==> src/rtl/hist_readout_ctrl.sv <==
// Histogram lane readout initiator: muxes live events with a credit-paced bin sweep
// into a FWFT buffer feeding an AXI-Stream master. Optional HIST_READOUT_BIN_INDEX_EN adds m_axis_tuser.
module hist_readout_ctrl #(
   parameter int HIST_MEM_DEPTH      = 4096,
   parameter int HIST_WORD_SIZE      = 32,
   parameter int HIST_MEM_ADDR_WIDTH = $clog2(HIST_MEM_DEPTH),
   parameter int FIFO_DEPTH          = 8,
   parameter int DROP_CNT_WIDTH      = 32
) (
   input  logic                           clk,
   input  logic                           rst_n,
   input  logic [HIST_MEM_ADDR_WIDTH-1:0] evt_address,
   input  logic                           evt_valid,
   input  logic                           start,
   input  logic                           clear_after_read,
   output logic                           busy,
   output logic                           done,
   output logic [DROP_CNT_WIDTH-1:0]      dropped_events,
   output logic [HIST_MEM_ADDR_WIDTH-1:0] lane_address,
   output logic                           lane_valid,
   output logic                           lane_hist_read,
   output logic                           lane_hist_rst,
   input  logic [HIST_WORD_SIZE-1:0]      lane_data,
   input  logic                           lane_valid_out,
   input  logic                           lane_last,
   output logic [HIST_WORD_SIZE-1:0]      m_axis_tdata,
   output logic                           m_axis_tvalid,
   input  logic                           m_axis_tready,
   output logic                           m_axis_tlast
`ifdef HIST_READOUT_BIN_INDEX_EN
   ,
   output logic [HIST_MEM_ADDR_WIDTH-1:0] m_axis_tuser
`endif
);
   localparam int AW = HIST_MEM_ADDR_WIDTH;
   localparam int PW = $clog2(FIFO_DEPTH);
   localparam int CW = PW + 1;
`ifdef HIST_READOUT_BIN_INDEX_EN
   localparam int EW = HIST_WORD_SIZE + 1 + AW;
`else
   localparam int EW = HIST_WORD_SIZE + 1;
`endif
   localparam logic [AW-1:0] LAST_BIN = AW'(HIST_MEM_DEPTH - 1);
   localparam logic [CW:0]   CREDITS  = (CW+1)'(FIFO_DEPTH);

   typedef enum logic [2:0] {IDLE, QUIESCE, SWEEP, DRAIN, GAP} state_t;
   state_t state, state_n;

   logic          q_cnt, clr, issue, push, pop;
   logic [AW-1:0] bin, ret_bin;
   logic [CW-1:0] fifo_count, in_flight;
   logic [CW:0]   credit_used;
   logic [PW-1:0] wr_ptr, rd_ptr;
   logic [EW-1:0] fifo_mem [FIFO_DEPTH];
   logic [EW-1:0] head, wr_entry;

   assign busy          = (state != IDLE);
   assign push          = lane_valid_out && (state == SWEEP || state == DRAIN);
   assign m_axis_tvalid = (fifo_count != '0);
   assign pop           = m_axis_tvalid && m_axis_tready;
   assign credit_used   = {1'b0, fifo_count} + {1'b0, in_flight};
   assign head          = fifo_mem[rd_ptr];
   assign m_axis_tdata  = m_axis_tvalid ? head[HIST_WORD_SIZE-1:0] : '0;
   assign m_axis_tlast  = m_axis_tvalid & head[HIST_WORD_SIZE];
`ifdef HIST_READOUT_BIN_INDEX_EN
   // Returned beats arrive in issue order, so the return counter is the bin index.
   assign wr_entry      = {ret_bin, lane_last, lane_data};
   assign m_axis_tuser  = m_axis_tvalid ? head[EW-1 -: AW] : '0;
`else
   assign wr_entry      = {lane_last, lane_data};
`endif

   always_ff @(posedge clk or negedge rst_n) begin
      if (!rst_n) state <= IDLE;
      else        state <= state_n;
   end

   always_comb begin
      state_n        = state;
      lane_address   = evt_address;
      lane_valid     = 1'b0;
      lane_hist_read = 1'b0;
      lane_hist_rst  = 1'b0;
      issue          = 1'b0;
      done           = 1'b0;
      case (state)
         IDLE: begin
            lane_valid = evt_valid;
            if (start) state_n = QUIESCE;
         end
         QUIESCE: if (q_cnt) state_n = SWEEP;
         SWEEP: begin
            lane_hist_read = 1'b1;
            lane_hist_rst  = clr;
            lane_address   = bin;
            // Only issue when the buffer can absorb every outstanding return.
            if (credit_used < CREDITS) begin
               issue      = 1'b1;
               lane_valid = 1'b1;
               if (bin == LAST_BIN) state_n = DRAIN;
            end
         end
         DRAIN: begin
            lane_hist_read = 1'b1;
            lane_hist_rst  = clr;
            if (in_flight == '0 && fifo_count == '0) begin
               done    = 1'b1;
               state_n = GAP;
            end
         end
         GAP:     state_n = IDLE;
         default: state_n = IDLE;
      endcase
   end

   always_ff @(posedge clk or negedge rst_n) begin
      if (!rst_n) begin
         q_cnt          <= 1'b0;
         clr            <= 1'b0;
         bin            <= '0;
         ret_bin        <= '0;
         in_flight      <= '0;
         fifo_count     <= '0;
         wr_ptr         <= '0;
         rd_ptr         <= '0;
         dropped_events <= '0;
      end else begin
         if (state == IDLE && start) begin
            clr     <= clear_after_read;
            bin     <= '0;
            ret_bin <= '0;
            q_cnt   <= 1'b0;
         end
         if (state == QUIESCE) q_cnt   <= 1'b1;
         if (issue)            bin     <= bin + AW'(1);
         if (push)             ret_bin <= ret_bin + AW'(1);
         if (push)             wr_ptr  <= wr_ptr + PW'(1);
         if (pop)              rd_ptr  <= rd_ptr + PW'(1);
         in_flight  <= in_flight + CW'(issue) - CW'(push);
         fifo_count <= fifo_count + CW'(push) - CW'(pop);
         if (busy && evt_valid && dropped_events != '1)
            dropped_events <= dropped_events + DROP_CNT_WIDTH'(1);
      end
   end

   always_ff @(posedge clk) begin
      if (push) fifo_mem[wr_ptr] <= wr_entry;
   end

   a_tlast_bin: assert property (@(posedge clk) disable iff (!rst_n)
      push |-> (lane_last == (ret_bin == LAST_BIN)));
   a_no_overflow: assert property (@(posedge clk) disable iff (!rst_n)
      (push && !pop) |-> (fifo_count < CW'(FIFO_DEPTH)));
endmodule

==> config.mk <==
export PLATFORM = sky130hd
export DESIGN_NAME = hist_readout_ctrl
export DESIGN_NICKNAME = d
export VERILOG_FILES = /design/src/rtl/hist_readout_ctrl.sv
export SDC_FILE = /design/constraint.sdc
export NUM_CORES = 1
export LEC_CHECK = 0
export ABC_CLOCK_PERIOD_IN_PS = 4600
export CORE_MARGIN = 2
export CORE_UTILIZATION = 44
export CTS_CLUSTER_DIAMETER = 150
export CTS_CLUSTER_SIZE = 20
export DETAILED_ROUTE_END_ITERATION = 10
export PLACE_DENSITY = 0.6
export SLEW_MARGIN = 10
export SYNTH_ARGS = -nofsm -noshare
export SYNTH_HDL_FRONTEND = slang
export SYNTH_SLANG_ARGS = --single-unit
==> constraint.sdc <==
create_clock -name clk -period 4.6 [get_ports clk]
set_input_delay 0.92 -clock clk [delete_from_list [all_inputs] [get_ports clk]]
set_output_delay 0.92 -clock clk [all_outputs]
set_load 0.03 [all_outputs]
==> results.toml <==
[setup_path]
end_kind = "output pin"
cp-start-kind = "flip-flop"
r2r_slack_ps = 1740
path_class = "flip-flop to output pin"
required_ps = 3680
worstPathArrival_ps = 2950
reg2reg_depth = 11
rr_startpoint = "fifo_count[2]"
worst-path-max-fanout = 19
rr_endpoint = "fifo_count[1]"

[synth]
syn_area_mm2 = 0.0135
synth_cell_types = 54
yosys_warnings = 0
synth_commonest_cells = "edfxtp_1 (264), mux4_2 (66), dfrtp_1 (63)"
avgSynthCellArea_um2 = 17.4
async_flop_share_pct = 19.3
syn_nets = 847
synth-seq-cells = 327
synthCells = 776
synth_edf_count = 264
synthFlopType = "edfxtp_1"
synthTopCellsByArea = "edfxtp_1 (59%), dfrtp_1 (12%), mux4_2 (11%), mux2i_1 (2.5%), nor2_1 (1.7%)"
synth_top_area_share_pct = 58.7
synth_top_area_cell = "edfxtp_1"
ys_seq_area_share_pct = 70.4
synth_most_common_cell = "edfxtp_1"

[placed_design]
place_area_mm2 = 0.0155
numPortBuffers = 134
gp_congestion = 0.766
dp_hpwl_um = 17100

[power]
swShare_pct = 35.4
p_seq_share_pct = 40.5
p_leak_nw = 5.64
pwr-share-comb_pct = 41.2
internal-power_mw = 6.40
clock_power_share_pct = 18.3
p_total_mw = 9.89
power_density_mw_per_mm2 = 615
power.switching_mw = 3.50
peakVddDrop_uv = 354

[final_layout]
multi_input_area_mm2 = 0.00383
drive_above_1_share_pct = 16.7
final-seq-area_mm2 = 0.00951
insertedDiodeCount = 0
nNetsFinal = 997
stdcell_area_mm2 = 0.0161
final_util_pct = 52.8
area_growth_syn_to_layout_pct = 19.0
fill_cells = 2559

[floorplanning]
die_w_um = 179
rows = 64
initial_core_util_pct = 44.4
die-area_mm2 = 0.0321
fp.dieH_um = 179
coreArea_mm2 = 0.0304
io-pin-count = 135

[sta]
fmax_ghz = 0.258
timing.hold.ws_ps = 497
hold_viol = 0
period_share_pct = 84.1
skew_ps = 14.9
rsz0062_at_grt = "no"
maxSlewViolCount = 0
tightest_slew_ps = 840
max_slew_margin_pct = 44.0
fin_tns_setup_ps = 0
final.min_clock_period_ps = 3870
finalSetupViolations = 0

[clock_tree]
ctsResizeCount = 0
cts_hold_buffers = 0
cts_tree = "built"
h-tree-depth = 1
clk-insertion-delay-late_ps = 520
clock_sinks = 327
clock_path_buffers = 3
cts_setup_buffers = 0
clk_pin_slew_ps = 90
cts_root_buf = "clkbuf_16"
cts_made_buffers = 20

[run]
maxCapViolCount = 0

[routing]
wl_per_cell_um = 20.6
drt_iter0_drc = 483
route.detailed.drc = 0
firstDrtPassIters = 5
ant_nets = 0
vias = 7153
drt-total-wl_um = 27500
via_per_inst = 5.35

[grt]
track_usage_pct = 17.4
grt_antenna_before_repair = 1
grt_pass1_vias = 7242
grt_max_degree = 37
grt-ovfl-total = 0
grt_pass1_wl_um = 42200

[min_path]
hold_path.class = "input port to async pin"

[outcome]
status = "completed"
layout make-up:
cell class | instances | area share [%]
sequential | 327 | 59.1
clock buffer | 35 | 3.59
clock inverter | 1 | 0.101
timing repair buffer | 159 | 9.71
tap | 396 | 3.08
multi-input combinational | 393 | 23.8
inverter | 25 | 0.584
through the flow:
step                std cells  setup slack (ps)
detailed placement       1300              1230
global route             1336               504
finish                   1336               730
CTS                      1336               648
floorplan                 776               279
global placement         1300              1240
flip-flops by register name, indices dropped and copies added, names as in the netlist:
| signal | flops |
|---|---|
| in_flight | 4 |
| fifo_mem | 264 |
| dropped_events | 32 |
| fifo_count | 4 |
| rd_ptr | 3 |
| wr_ptr | 3 |
| clr | 1 |
| q_cnt | 1 |
| state | 3 |
| bin | 12 |
critical path, cell delays in order, from the launching register on:
cell and delay, ps:
dfrtp_4 670, buf_4 320, mux4_2 530, mux2i_1 180, nor2_1 60, clkdlybuf4s50_1 660
worst max-delay path by stage:
| stage | start | to | slack [ps] | cells past startpoint |
|---|---|---|---|---|
| 6_report | rd_ptr[0] | m_axis_tdata[0] | 730 | 5 |
| 5_1_grt | fifo_count[2] | done | 500 | 6 |
| 4_1_cts | rd_ptr[0] | m_axis_tdata[0] | 650 | 5 |
| 3_5_place_dp | lane_valid_out | fifo_mem[4][3] | 1230 | 5 |
| 3_3_place_gp | rd_ptr[0] | m_axis_tdata[31] | 1240 | 5 |
| 2_1_floorplan | state[1] | fifo_mem[0][0] | 280 | 6 |
layer usage:
metal	up-vias	GRT usage, %	wire, um
met5	-	0	0
met4	0	3.23	374
met3	30	3.60	1830
met2	187	28.9	13400
met1	3622	24.0	12000
li1	3314	-	-
logic make-up (layout without fill, tap and decap cells):
kind of cell | Yosys count | after routing | synth area share (%)
and+or+nand+nor | 179 | 179 | 6.86
DFF | 327 | 327 | 70.4
muxes | 116 | 116 | 14.9
xor gates and xnor gates | 36 | 36 | 2.33
buffers and inverters | 56 | 220 | 1.74
AOI/OAI and AO/OA | 43 | 43 | 1.98
adders and majority gates | 19 | 19 | 1.87
cell usage in the layout (no fill, tap or decap), types with 4 or more instances in the layout:
cell type,count
edfxtp_1,264
o21ai_0,17
and3_2,4
mux4_2,66
a31oi_1,7
mux2_2,15
xor2_1,20
ha_1,17
nor3_2,7
clkbuf_1,14
nor3_1,8
nor2_4,6
inv_1,24
nand3_1,15
dfrtp_1,60
clkdlybuf4s50_1,133
clkbuf_16,21
xnor2_1,16
and2_1,4
nor2_1,55
a21oi_1,4
mux2i_1,34
nand2_1,34
nand4_1,17
buf_4,22
power by group through the flow:
stage / registers, mW / logic [mW] / clock network, mW
after floorplan: 3.98 / 2.71 / 0
after global placement: 4.07 / 4.14 / 0
after detailed placement: 4.08 / 4.15 / 0
after CTS: 4.02 / 4.16 / 1.88
after global routing: 4.07 / 4.43 / 2.00
final: 4.01 / 4.07 / 1.81
Power figures use the tool's default switching activity.
